[src/rtl/square_loop_sequencer_pkg.sv]
// Shared types for the squaring-loop sequencer: FSM state encoding and
// operand-source select values.
package sq_seq_pkg;

  typedef enum logic [2:0] {
    IDLE,
    LAUNCH,
    WAIT,
    FLUSH,
    DONE
  } state_t;

  localparam logic OP_SEL_SEED     = 1'b0;
  localparam logic OP_SEL_FEEDBACK = 1'b1;

endpackage

[src/rtl/square_loop_sequencer_tracker.sv]
// Tracks the single in-flight launch through the fixed-latency squaring pipe.
// A launch on in_valid at cycle t appears on out_valid at cycle t+PIPE_LAT.
module pipe_valid_tracker #(
  parameter int unsigned PIPE_LAT = 5
) (
  input  logic clk,
  input  logic reset_n,
  input  logic in_valid,
  output logic out_valid,
  output logic any_inflight
);

  logic [PIPE_LAT-1:0] sr;

  // Shift form avoids a negative-range slice when PIPE_LAT is 1.
  always_ff @(posedge clk or negedge reset_n) begin
    if (!reset_n) begin
      sr <= '0;
    end else begin
      sr <= (sr << 1) | PIPE_LAT'(in_valid);
    end
  end

  assign out_valid    = sr[PIPE_LAT-1];
  assign any_inflight = |sr;

endmodule

[src/rtl/square_loop_sequencer.sv]
// Sequences T back-to-back squarings of one operand through the fixed-latency
// datapath: selects the operand source, launches, captures, and hands off.
module square_loop_sequencer
  import sq_seq_pkg::*;
#(
  parameter int unsigned PIPE_LAT = 5,
  parameter int unsigned T_LEN    = 32
) (
  input  logic             clk,
  input  logic             reset_n,
  input  logic             start,
  output logic             start_ready,
  input  logic [T_LEN-1:0] num_iter,
  input  logic             abort,
  output logic             op_sel,
  output logic             op_valid,
  output logic             cap_en,
  output logic [T_LEN-1:0] iter_count,
  output logic             busy,
  output logic             done_valid,
  input  logic             done_ready
);

  state_t           state;
  logic [T_LEN-1:0] num_iter_q;
  logic [T_LEN-1:0] cnt_next;
  logic             any_inflight;

  pipe_valid_tracker #(
    .PIPE_LAT(PIPE_LAT)
  ) u_tracker (
    .clk          (clk),
    .reset_n      (reset_n),
    .in_valid     (op_valid),
    .out_valid    (cap_en),
    .any_inflight (any_inflight)
  );

  always_comb begin
    cnt_next = (iter_count == '1) ? iter_count : iter_count + T_LEN'(1);
  end

  always_ff @(posedge clk or negedge reset_n) begin
    if (!reset_n) begin
      state       <= IDLE;
      start_ready <= 1'b1;
      op_sel      <= OP_SEL_SEED;
      op_valid    <= 1'b0;
      busy        <= 1'b0;
      done_valid  <= 1'b0;
      iter_count  <= '0;
      num_iter_q  <= '0;
    end else begin
      op_valid <= 1'b0;
      if (cap_en) begin
        iter_count <= cnt_next;
      end

      case (state)
        IDLE: begin
          if (start) begin
            num_iter_q  <= num_iter;
            iter_count  <= '0;
            busy        <= 1'b1;
            start_ready <= 1'b0;
            if (num_iter == '0) begin
              state      <= DONE;
              done_valid <= 1'b1;
            end else begin
              op_sel   <= OP_SEL_SEED;
              op_valid <= 1'b1;
              state    <= LAUNCH;
            end
          end
        end

        LAUNCH: begin
          state <= abort ? FLUSH : WAIT;
        end

        // Completion is checked before abort so a run finishing on the
        // abort cycle still reports its result.
        WAIT: begin
          if (cap_en && (cnt_next == num_iter_q)) begin
            state      <= DONE;
            done_valid <= 1'b1;
          end else if (abort) begin
            state <= FLUSH;
          end else if (cap_en) begin
            op_sel   <= OP_SEL_FEEDBACK;
            op_valid <= 1'b1;
            state    <= LAUNCH;
          end
        end

        FLUSH: begin
          if (!any_inflight) begin
            state       <= IDLE;
            busy        <= 1'b0;
            start_ready <= 1'b1;
          end
        end

        DONE: begin
          if (done_ready) begin
            state       <= IDLE;
            done_valid  <= 1'b0;
            busy        <= 1'b0;
            start_ready <= 1'b1;
          end
        end

        default: begin
          state <= IDLE;
        end
      endcase
    end
  end

endmodule
[config.mk]
export PLATFORM = sky130hd
export DESIGN_NAME = square_loop_sequencer
export DESIGN_NICKNAME = d
export VERILOG_FILES = /design/src/rtl/square_loop_sequencer_pkg.sv /design/src/rtl/square_loop_sequencer_tracker.sv /design/src/rtl/square_loop_sequencer.sv
export SDC_FILE = /design/constraint.sdc
export NUM_CORES = 1
export LEC_CHECK = 0
export ABC_AREA = 0
export CORE_MARGIN = 4
export CORE_UTILIZATION = 55
export CTS_BUF_LIST = sky130_fd_sc_hd__clkbuf_4 sky130_fd_sc_hd__clkbuf_8 sky130_fd_sc_hd__clkbuf_16
export CTS_CLUSTER_SIZE = 40
export DETAILED_ROUTE_END_ITERATION = 6
export PLACE_DENSITY_LB_ADDON = 0.3
export SYNTH_ARGS = -nofsm -noshare
export SYNTH_HDL_FRONTEND = slang
export SYNTH_HIERARCHICAL = 1
export SYNTH_SLANG_ARGS = --single-unit
[constraint.sdc]
create_clock -name clk -period 4.45 [get_ports clk]
set_input_delay 0.6675 -clock clk [delete_from_list [all_inputs] [get_ports clk]]
set_output_delay 0.6675 -clock clk [all_outputs]
set_load 0.02 [all_outputs]
==> impl_metrics.toml <==
[clocking]
postCtsHoldBufs = 0
clockBufferDepth = 2
cts_sinks = 77
clkLatencyLatePin_ns = 0.35
ctsHtreeMaxLevel = 3
cts_tree = "built"
clk_pin_slew_ns = 0.09
cts_resized = 0
cts_buffers = 9
cts-root-buf = "clkbuf_8"
cts_setup_buffers = 0

[setup_path]
ff2ff_setup_slack_ns = 0.58
startpoint_type = "flip-flop"
path_buf_inv = 1
critPathTopFamily = "simple AND/OR/NAND/NOR gates"
worstPathArrival_ns = 4.10
setup.worst_path.class = "reg -> reg"
crit_start = "iter_count[0]$_DFF_PN0_"
r2r-start = "iter_count[0]$_DFF_PN0_"
cp.depth = 11
cpMaxStageDelayCell = "or4_4"
critPathMaxFanout = 7
cp-endpoint = "state[1]$_DFFE_PN0P_"
worstPathCellList = "ha_1 -> nand4_1 -> buf_4 -> nor3_1 -> nand3_1 -> o31ai_1 -> o221ai_1 -> or4_4 -> nor4_4 -> nor2_2 -> a32o_1"
cp-end-kind = "flip-flop"
worstPathRequired_ns = 4.69
ff2ff_path_depth = 11
critPathMaxStageDelay_ns = 0.55
r2r_end = "state[1]$_DFFE_PN0P_"

[route]
ant_nets = 0
routedWlPerCell_um = 21.9
num_vias = 4636
dr.pass1.iters = 5
drc = 0
drt-initial-drc-count = 399
finalWirelength_mm = 15.8
routed_via_density = 6.44

[sta]
fin_ws_ns = 0.583
slew_headroom_pct = 37.3
worst_slew_pin_slew_ns = 0.940
min_period_over_period_pct = 86.9
finalCriticalPeriod_ns = 3.87
finalClockSkew_ns = 0.0178
rsz0062_at_grt = "false"
max_freq_mhz = 259
drv_slew = 0
fin_tns_setup_ns = 0
setup_viol = 0
final-hold-violation-count = 0

[power]
p_per_area_mw_per_mm2 = 499
cellLeakagePower_uw = 0.00225
peakVddDrop_uv = 390
p_total_uw = 2940

[global_route]
grt_max_degree = 78
grt_pass1_vias = 4534
grt_pass1_wl_mm = 24.7
track_usage_pct = 31.2
overflow = 0
antenna_found_initial = 0

[placement]
dp_hpwl_mm = 12.2
io_buffer_count = 74
gp_congestion = 1.03
dp_slack_ns = 0.670

[logic_synthesis]
syn_area_mm2 = 0.00489
yosysMostFrequentCell = "dfrtp_1"
synthTopCellsByArea = "dfrtp_1 39%, xnor2_1 7.9%, mux2_2 6.7%"
synth_edf_count = 0
synthFlopType = "dfrtp_1"
synth_top_area_cell = "dfrtp_1"
ys_seq_area_share_pct = 39.4
postSynthCellCount = 549
postSynthAreaPerCell_um2 = 8.91
synth_top_area_share_pct = 38.9
async_flop_share_pct = 100
syn_nets = 587
yosysWarnings = 6
ys_ff_latch = 77
synthTopCellsByCount = "76 x dfrtp_1, 59 x nor2_1, 46 x nand2_1"
ys_types = 60

[die]
start_util_pct = 56.3
die_h_um = 102
fp-row-count = 34
core_region_area_mm2 = 0.00868
dieArea_mm2 = 0.0105
io_pins = 75
die_w_um = 102

[worst_hold_path]
min-delay-start = "u_tracker/sr[3]$_DFF_PN0_"
worstHoldPathType = "reg -> reg"

[finish]
nFillCells = 745
drive_gt1_share_pct = 10.8
utilization_pct = 67.8
area_growth_pct = 20.4
diodes = 0
nNetsFinal = 645

[outcome]
status = "completed"

[flow_run]
drv_cap = 0
[flip-flops by register name, indices dropped and copies added (netlist names)]
signal        cells
op_sel            1
busy              1
num_iter_q       32
op_valid          1
state             3
done_valid        1
iter_count       32
u_tracker/sr      5
start_ready       1
[where the power goes]
| part | switching (uW) | internal, uW |
|---|---|---|
| clock | 285 | 271 |
| sequential | 277 | 918 |
| combinational | 623 | 563 |
| total | 1190 | 1750 |
[logic make-up (layout without fill, tap and decap cells)]
logic type               after synthesis  count (layout)  synth area share, %
AND/OR/NAND/NOR                      239             239                 25.3
XOR/XNOR                              70              70                 12.5
flip-flops                            77              77                 39.4
AO/OA/AOI/OAI                         81              81                 11.2
adder cells (fa/ha/maj)                1               1                0.256
buffers and inverters                 49             112                 3.97
multiplexers                          32              32                 7.29
[per-layer routing]
metal  track usage, %  share of wire (%)
met5                0                  0
met1             41.9                 42
met3             5.80                8.4
met2             50.3                 47
met4             11.7                3.0
[final cells by class]
cell class	count	area, um2	share of cell area (%)
flip-flops and latches	77	1930	32.8
inverters	14	52.6	0.893
repair buffers	82	798	13.6
clock inverters	6	71.3	1.21
multi-input cells	423	2770	47.0
well taps	108	135	2.30
clock buffers	10	131	2.23
[worst register-to-register path: cells and delay by family (launching register included)]
family | cells | cell delay (ns)
and+or+nand+nor | 6 | 1.95
AOI/OAI and AO/OA | 3 | 0.67
DFF | 1 | 0.50
buffers and inverters | 1 | 0.33
adders and majority gates | 1 | 0.29
[placed cells by master, fill, tap and decap left out, types with 3 or more instances in the layout]
cell type	synthesis	routed
and2_1	4	3
nor2b_1	4	4
clkdlybuf4s50_1	0	73
o211ai_1	5	5
and3_1	6	6
nor2_1	59	59
nand2b_1	3	3
o2111ai_1	4	4
o21ai_0	14	14
buf_4	0	9
or3_1	10	10
nor3_1	23	23
inv_1	14	14
a21oi_1	21	21
xor2_1	26	26
clkbuf_8	0	9
a31oi_1	3	3
nand3_1	27	27
mux2i_1	3	3
nand4_1	26	26
mux2_2	29	29
a21o_1	5	5
nor4_1	16	16
o31ai_1	3	3
nand2_1	46	46
a211oi_1	3	3
dfrtp_1	76	76
xnor2_1	44	44
[through the flow]
stage                     instance area [um2]  hold slack [ns]  std cells
after floorplan                          4890            0.354        549
after global placement                   5680            0.361        704
after detailed placement                 5680            0.364        704
after CTS                                5890            0.384        720
after global routing                     5890            0.394        720
final                                    5890            0.383        720
[how the worst min path moves through the flow]
| stage | cells after the start | to | slack [ns] |
|---|---|---|---|
| 2_1_floorplan | 0 | u_tracker/sr[4]$_DFF_PN0_ | 0.35 |
| 3_3_place_gp | 0 | u_tracker/sr[3]$_DFF_PN0_ | 0.36 |
| 3_5_place_dp | 0 | u_tracker/sr[1]$_DFF_PN0_ | 0.36 |
| 4_1_cts | 0 | u_tracker/sr[4]$_DFF_PN0_ | 0.38 |
| 5_1_grt | 0 | u_tracker/sr[4]$_DFF_PN0_ | 0.39 |
| 6_report | 0 | u_tracker/sr[4]$_DFF_PN0_ | 0.38 |
(Power assumes the default switching activity.)
